==> src/rtl/alu8_seq.sv <==
// alu8_seq -- 8-bit sequential ALU built on an external 4-bit ALU slice.
// Each command is split into two nibble passes. The low nibble is done in LO and the
// high nibble in HI. The low-nibble carry is registered and fed back in as the HI
// carry-in. Subtract, less-than and equal all run as a + ~b + 1 through the slice.
//
// Ports
//   clk, rst                 clock; synchronous active-high reset
//   in_valid/in_ready        command handshake; in_a, in_b operands; in_op opcode
//   out_valid/out_ready      result handshake
//   out_result, out_zero, out_overflow, out_carry, out_size   registered result and flags
//   alu_a, alu_b, alu_c, alu_cin                              drive to the 4-bit slice
//   alu_result, alu_carry, alu_overflow                       combinational slice return
//
// Configuration
//   ALU8_SEQ_OVLP_EN  when defined, DONE can accept the next command while the
//                     current result is consumed (DONE->LO), giving 1 op / 3 cycles.
module alu8_seq (
   input  logic       clk,
   input  logic       rst,
   input  logic       in_valid,
   output logic       in_ready,
   input  logic [7:0] in_a,
   input  logic [7:0] in_b,
   input  logic [2:0] in_op,
   output logic       out_valid,
   input  logic       out_ready,
   output logic [7:0] out_result,
   output logic       out_zero,
   output logic       out_overflow,
   output logic       out_carry,
   output logic       out_size,
   output logic [3:0] alu_a,
   output logic [3:0] alu_b,
   output logic [2:0] alu_c,
   output logic       alu_cin,
   input  logic [3:0] alu_result,
   input  logic       alu_carry,
   input  logic       alu_overflow
);

   typedef enum logic [1:0] {IDLE, LO, HI, DONE} state_t;

   state_t     state_q, state_d;
   logic [7:0] a_q, b_q, res_q;
   logic [2:0] op_q;
   logic       carry_q, zero_q, ovf_q, cy_q, size_q;

   logic       accept;
   logic       arith;   // op goes through the slice adder
   logic       inv_b;   // subtract form: a + ~b + 1
   logic [3:0] nib_a, nib_b;
   logic [7:0] full_res;

   assign accept   = in_valid && in_ready;
   assign arith    = (op_q == 3'b000) || (op_q == 3'b001) ||
                     (op_q == 3'b110) || (op_q == 3'b111);
   assign inv_b    = arith && (op_q != 3'b000);
   assign nib_a    = (state_q == LO) ? a_q[3:0] : a_q[7:4];
   assign nib_b    = (state_q == LO) ? b_q[3:0] : b_q[7:4];
   assign full_res = {alu_result, res_q[3:0]};

   // state register
   always_ff @(posedge clk) begin
      if (rst) state_q <= IDLE;
      else     state_q <= state_d;
   end

   // next state
   always_comb begin
      state_d = state_q;
      case (state_q)
         IDLE: if (accept) state_d = LO;
         LO:   state_d = HI;
         HI:   state_d = DONE;
         DONE: begin
            if (out_ready) begin
`ifdef ALU8_SEQ_OVLP_EN
               state_d = accept ? LO : IDLE;
`else
               state_d = IDLE;
`endif
            end
         end
         default: state_d = IDLE;
      endcase
   end

   // outputs
   always_comb begin
      in_ready  = (state_q == IDLE);
`ifdef ALU8_SEQ_OVLP_EN
      if ((state_q == DONE) && out_ready) in_ready = 1'b1;
`endif
      out_valid = (state_q == DONE);
      alu_a     = 4'h0;
      alu_b     = 4'h0;
      alu_c     = 3'b000;
      alu_cin   = 1'b0;
      if ((state_q == LO) || (state_q == HI)) begin
         alu_a   = nib_a;
         alu_b   = inv_b ? ~nib_b : nib_b;
         alu_c   = arith ? 3'b000 : op_q;
         // LO injects the +1 of the subtract form; HI chains the low-nibble carry
         alu_cin = (state_q == LO) ? inv_b : (arith && carry_q);
      end
   end

   // datapath
   always_ff @(posedge clk) begin
      if (rst) begin
         a_q     <= 8'h00;
         b_q     <= 8'h00;
         op_q    <= 3'b000;
         res_q   <= 8'h00;
         carry_q <= 1'b0;
         zero_q  <= 1'b0;
         ovf_q   <= 1'b0;
         cy_q    <= 1'b0;
         size_q  <= 1'b0;
      end else begin
         if (accept) begin
            a_q  <= in_a;
            b_q  <= in_b;
            op_q <= in_op;
         end
         if (state_q == LO) begin
            res_q[3:0] <= alu_result;
            carry_q    <= alu_carry;
         end
         if (state_q == HI) begin
            res_q[7:4] <= alu_result;
            zero_q     <= (full_res == 8'h00);
            cy_q       <= arith && alu_carry;
            ovf_q      <= arith && alu_overflow;
            // signed a<b is the sign of a-b corrected by overflow
            if (op_q == 3'b110)      size_q <= alu_result[3] ^ alu_overflow;
            else if (op_q == 3'b111) size_q <= (full_res == 8'h00);
            else                     size_q <= 1'b0;
         end
      end
   end

   assign out_result   = res_q;
   assign out_zero     = zero_q;
   assign out_overflow = ovf_q;
   assign out_carry    = cy_q;
   assign out_size     = size_q;

endmodule

==> config.mk <==
export PLATFORM = sky130hd
export DESIGN_NAME = alu8_seq
export DESIGN_NICKNAME = d
export VERILOG_FILES = /design/src/rtl/alu8_seq.sv
export SDC_FILE = /design/constraint.sdc
export NUM_CORES = 1
export LEC_CHECK = 0
export BUFFER_PORTS_ARGS = -buffer_cell sky130_fd_sc_hd__buf_2
export CAP_MARGIN = 20
export CORE_UTILIZATION = 30
export DETAILED_ROUTE_END_ITERATION = 12
export GPL_TIMING_DRIVEN = 0
export SKIP_LAST_GASP = 1
export SLEW_MARGIN = 15
export SYNTH_ARGS = -nofsm -noshare
export SYNTH_HDL_FRONTEND = slang
export SYNTH_SLANG_ARGS = --single-unit
export TNS_END_PERCENT = 1
==> constraint.sdc <==
create_clock -name clk -period 1.8 [get_ports clk]
set_clock_uncertainty 0.2 [all_clocks]
set_input_delay 0.18 -clock clk [delete_from_list [all_inputs] [get_ports clk]]
set_output_delay 0.18 -clock clk [all_outputs]
set_load 0.005 [all_outputs]
Word level (Yosys, flattened, before mapping)
Index checks and enable logic that the tools add are counted.

operators by class
  magnitude comparators = 0
  bitwise logic cells = 2
  $add $sub $neg = 0
  mux-type cells = 14
  divide/modulo/power cells = 0
  equal/unequal tests = 8
  reduce and logical (&&, ||, !) cells = 14
  shift-type cells = 0
  $mul = 0

operator list
  cell                count
  $mux 4              5
  $logic_not 8->1     1
  $pmux 2 s4          1
  $eq 3x3->1 const B  2
  $mux 3              2
  $logic_and 1x1->1   5
  $eq 2x2->1 const B  2
  $logic_or 1x1->1    4
  $mux 1              4
  $mux 2              2
  $ne 2x1->1 const B  2
  $not 4->4           1
  $eq 3x1->1 const B  1
  $logic_not 3->1     1
  $reduce_bool 3->1   1
  $eq 2x1->1 const B  1
  $logic_not 2->1     1
  $reduce_and 2->1    1
  $xor 1x1->1         1

word-level totals
  input bits = 29
  output and inout port bits = 26
  bits in writable memories = 0
  ROM bits = 0
  memories kept = 0
  register bits after elaboration = 34
  latch bits = 0
  word-level logic and storage cells = 49

Depth between registers and ports, before layout
  depth after elaboration = 7
  mapped depth = 7
  mapped depth without buffers = 5

Least setup slack after synthesis
No wires, ideal clock.

  kind = reg-to-output
  start = reg state_q[1]
  end = out alu_b[0]
  arrival time = 1.293 ns
  stages on the path, launching flop included = 7
  setup slack = 0.127 ns
  required time = 1.420 ns
  path through = dfxtp_1 -> inv_1 -> ha_1 -> buf_2 -> mux2i_1 -> or3_1 -> a21oi_1

between the ends
  cells in the longest elaborated chain, start to end = 5
  elaborated cells on any way between the ends = 7
  classes of those cells = 2 x eq/ne; 3 x mux; 1 x bitwise; 1 x reduce/logical

RTL lines
  what                      RTL line  text
  start: declaration        43        state_t state_q, state_d;
  start signal: assignment  65        else state_q <= state_d;
  $eq 2x1->1                59, 99
  $mux 4                    59        assign nib_b = (state_q == LO) ? b_q[3:0] : b_q[7:4];
  $not 4->4                 101       alu_b = inv_b ? ~nib_b : nib_b;
  $mux 4                    101
  $mux 4 (*)                99        if ((state_q == LO) || (state_q == HI)) begin
  end: declaration          33        output logic [3:0] alu_b,

Mark *: on every way between the ends. The rest lies on a longest branch, timed or not.

Worst setup path after layout
  start = reg op_q[1]
  end = out alu_b[1]

between the ends
  cells in the longest elaborated chain, start to end = 7
  elaborated cells on any way between the ends = 11
  classes of those cells = 3 x eq/ne; 2 x mux; 6 x reduce/logical

RTL lines
  what                                                  RTL line  text
  start: declaration                                    45        logic [2:0] op_q;
  start signal: assignment                              124       op_q <= in_op;
  $eq 3x1->1 / $logic_not 3->1 (equally long branches)  55        assign arith = (op_q == 3'b000) || (op_q == 3'b001) ||
  $logic_or 1x1->1 (2 in series)                        55
  $logic_or 1x1->1                                      56        (op_q == 3'b110) || (op_q == 3'b111);
  $logic_and 1x1->1 (*)                                 57        assign inv_b = arith && (op_q != 3'b000);
  $mux 4 (*)                                            101
  $mux 4 (*)                                            99

Marks and branches as above.

==> impl_metrics.env <==
export IMPL_core_rowCount=25
export IMPL_worstPathBufferInverterCount=3
export IMPL_ys_seq_area_share_pct=43.8
export IMPL_grt_max_degree=11
export IMPL_detail_route_antenna_nets=0
export IMPL_cts_root_buffer="sky130_fd_sc_hd__clkbuf_8"
export IMPL_hold_viol_final=0
export IMPL_via_count=1540
export IMPL_worst_path_most_repeated_cell="sky130_fd_sc_hd__buf_6"
export IMPL_timing_critical_path_slowest_cell_delay_ns=0.38
export IMPL_status="finished with violations"
export IMPL_portBuffers=53
export IMPL_num_nets_final=307
export IMPL_place_detailed_hpwl_mm=2.84
export IMPL_tritoncts_num_buffers=5
export IMPL_critPathCaptureType="output pin"
export IMPL_cpMaxStageDelayCell="sky130_fd_sc_hd__or3_1"
export IMPL_final_min_period_over_clock_period_pct=112
export IMPL_synth_compound_gate_area_share_pct=13.3
export IMPL_critPathLaunchType="flip-flop"
export IMPL_synth_area_per_inst_um2=8.17
export IMPL_die_y_um=73.9
export IMPL_grt_overflow=0
export IMPL_tns_ns=-1.56
export IMPL_cts_tree="built"
export IMPL_worstHoldPathType="input pin to flip-flop"
export IMPL_post_placement_cell_area_um2=1900
export IMPL_synth_area_in_adders_pct=3.22
export IMPL_drt_first_iter_violations=40
export IMPL_wl_mm=4.06
export IMPL_max_clock_path_buffers=2
export IMPL_antenna_found_initial=0
export IMPL_antenna_cells_inserted=0
export IMPL_die_area_um2=5470
export IMPL_post_synth_xor_area_fraction_pct=1.13
export IMPL_drt_vias_per_instance=4.50
export IMPL_yosys_area_share_simple_pct=22.1
export IMPL_gr_usage_all_layers_pct=15.9
export IMPL_violated_checks="setup timing"
export IMPL_synth_seq_cells=34
export IMPL_synthesis_instances=190
export IMPL_synthToLayoutAreaGrowth_pct=47.7
export IMPL_grt_pass1_wl_mm=6.58
export IMPL_initial_core_util_pct=32.0
export IMPL_worst_setup_hold_path_clk_slew_ns=0.07
export IMPL_drt_pass1_iter_count=4
export IMPL_place_gp_congestion=0.710
export IMPL_final_critical_path_setup_slack_ns=-0.210
export IMPL_reg2reg_setup_slack_ns=0.06
export IMPL_floorplan_core_area_um2=4850
export IMPL_cap_viol_max_count=0
export IMPL_yosys_warnings=0
export IMPL_peakVddDrop_mv=0.494
export IMPL_critical_path_peak_fanout=10
export IMPL_critical_path_top_delay_family="simple AND/OR/NAND/NOR gates"
export IMPL_synthMuxAreaShare_pct=11.0
export IMPL_final_design_area_no_fill_um2=2290
export IMPL_rsz0062_at_grt="yes"
export IMPL_crit_required_ns=1.42
export IMPL_critPathArrivalTime_ns=1.63
export IMPL_timing_hold_ws_ns=0.0435
export IMPL_worst_relative_slew_slack_pct=67.9
export IMPL_slew_viol_final=0
export IMPL_worstSetupPathType="flip-flop to output pin"
export IMPL_power_static_leakage_nw=0.976
export IMPL_via_count_of_the_first_global_routing_pass=1440
export IMPL_cts_sinks=34
export IMPL_main_combinational_cell_family_by_area_after_synthesis="simple AND/OR/NAND/NOR gates"
export IMPL_power_density_cell_area_nw_per_um2=1270
export IMPL_ys_types=28
export IMPL_worstMarginPinSlew_ns=0.478
export IMPL_clock_latency_ns=0.28
export IMPL_floorplan_io_pins=55
export IMPL_postSynthNetCount=223
export IMPL_drt_wirelength_per_cell_um=11.9
export IMPL_htree_num_levels=2
export IMPL_synthesis_area_um2=1550
export IMPL_floorplan_die_width_um=73.9
export IMPL_setup_violations=11
export IMPL_worstPathCellList="buf_6 -> and2_4 -> buf_6 -> or3_1 -> a21oi_2 -> buf_2"
export IMPL_detail_route_drc_violations=0
export IMPL_clock_fmax_mhz=498
export IMPL_drive_gt1_share_pct=29.1
export IMPL_final_min_clock_period_ns=2.01
==> power by group <==
part	switching, mW	internal (mW)	leakage, nW
logic	0.703	0.581	0.649
clock network	0.275	0.309	0.0482
registers	0.111	0.929	0.279
total	1.09	1.82	0.976
==> metrics by stage <==
stage	setup slack, ns	total power [mW]	utilization [%]	std cells
after CTS	-0.215	2.86	46.9	342
after global routing	-0.291	3.13	47.3	342
after floorplan	0.127	1.80	-	190
final	-0.210	2.91	47.3	342
after global placement	-0.132	2.15	39.2	310
after detailed placement	-0.181	2.17	39.2	310
==> flip-flops by register name (all words and copies together) (netlist names) <==
| name | flops |
|---|---|
| out_result | 8 |
| out_size | 1 |
| a_q | 8 |
| state_q | 2 |
| out_carry | 1 |
| out_overflow | 1 |
| op_q | 3 |
| carry_q | 1 |
| b_q | 8 |
| out_zero | 1 |
==> Yosys cell counts <==
master | instances | share of area [%]
sky130_fd_sc_hd__buf_6 | 2 | 1.5
sky130_fd_sc_hd__clkinv_1 | 1 | 0.24
sky130_fd_sc_hd__nand2b_1 | 5 | 2.0
sky130_fd_sc_hd__o21a_1 | 1 | 0.48
sky130_fd_sc_hd__nor4_1 | 2 | 0.81
sky130_fd_sc_hd__clkbuf_1 | 5 | 1.2
sky130_fd_sc_hd__a21o_1 | 1 | 0.48
sky130_fd_sc_hd__and2_1 | 1 | 0.40
sky130_fd_sc_hd__xnor2_1 | 1 | 0.56
sky130_fd_sc_hd__nand3_1 | 5 | 1.6
sky130_fd_sc_hd__inv_1 | 4 | 0.97
sky130_fd_sc_hd__nor3_1 | 2 | 0.64
sky130_fd_sc_hd__nor3b_1 | 1 | 0.48
sky130_fd_sc_hd__a21oi_1 | 30 | 9.7
sky130_fd_sc_hd__nand2_1 | 39 | 9.4
sky130_fd_sc_hd__mux2i_1 | 17 | 11
sky130_fd_sc_hd__or3_1 | 4 | 1.6
sky130_fd_sc_hd__and2_4 | 1 | 0.56
sky130_fd_sc_hd__a211oi_1 | 1 | 0.48
sky130_fd_sc_hd__ha_1 | 4 | 3.2
sky130_fd_sc_hd__dfxtp_1 | 34 | 44
sky130_fd_sc_hd__o21ai_0 | 5 | 1.6
sky130_fd_sc_hd__and3_2 | 1 | 0.48
sky130_fd_sc_hd__buf_2 | 5 | 1.6
sky130_fd_sc_hd__nand4_1 | 1 | 0.40
sky130_fd_sc_hd__xor2_1 | 1 | 0.56
sky130_fd_sc_hd__a311oi_1 | 1 | 0.56
sky130_fd_sc_hd__nor2_1 | 15 | 3.6
==> cells by family after synthesis <==
group	Yosys count
simple gates	77
compound gates	39
flops	34
buf+inv	17
mux	17
fa+ha+maj	4
xor+xnor	2
==> area by class of cell <==
type | instances | area [um^2]
tap | 67 | 83.8
fill | 510 | 2550
sequential | 34 | 684
clock inverter | 1 | 5.00
buffer | 11 | 65.1
inverter | 5 | 23.8
clock buffer | 7 | 86.3
multi-input combinational | 139 | 830
timing repair buffer | 78 | 515
==> layer usage <==
metal,global-route usage (%),up-vias,routed length [um]
met1,20.9,694,2000
met4,5.77,0,61
met3,3.79,5,155
met5,0,-,0
met2,25.5,32,1840
li1,-,809,-
==> cell usage in the layout, fill, tap and decap left out, types with 4 or more instances in the layout <==
cell type	count
sky130_fd_sc_hd__nor2_1	15
sky130_fd_sc_hd__o21ai_0	5
sky130_fd_sc_hd__clkbuf_8	6
sky130_fd_sc_hd__or3_1	4
sky130_fd_sc_hd__a21oi_1	28
sky130_fd_sc_hd__clkbuf_1	5
sky130_fd_sc_hd__mux2i_1	17
sky130_fd_sc_hd__nand2b_1	5
sky130_fd_sc_hd__nand3_1	5
sky130_fd_sc_hd__dfxtp_1	31
sky130_fd_sc_hd__dlygate4sd3_1	25
sky130_fd_sc_hd__buf_2	56
sky130_fd_sc_hd__nand2_1	39
==> worst paths after layout <==
path	from	to	cells past startpoint
setup / recovery	op_q[1]	alu_b[1]	6
hold / removal	rst	b_q[2]	2
setup reg to reg	state_q[0]	op_q[2]	6
hold reg to reg	b_q[5]	b_q[5]	2
==> timing repair <==
action | CTS | global route
pin swaps | 5 | 0
endpoints found under the hold margin | 28 | 0
setup buffers | 0 | 0
hold buffers | 25 | 0
setup endpoints to repair | 22 | 22
gates resized for setup | 12 | 5
Power figures use the tool's default switching activity.
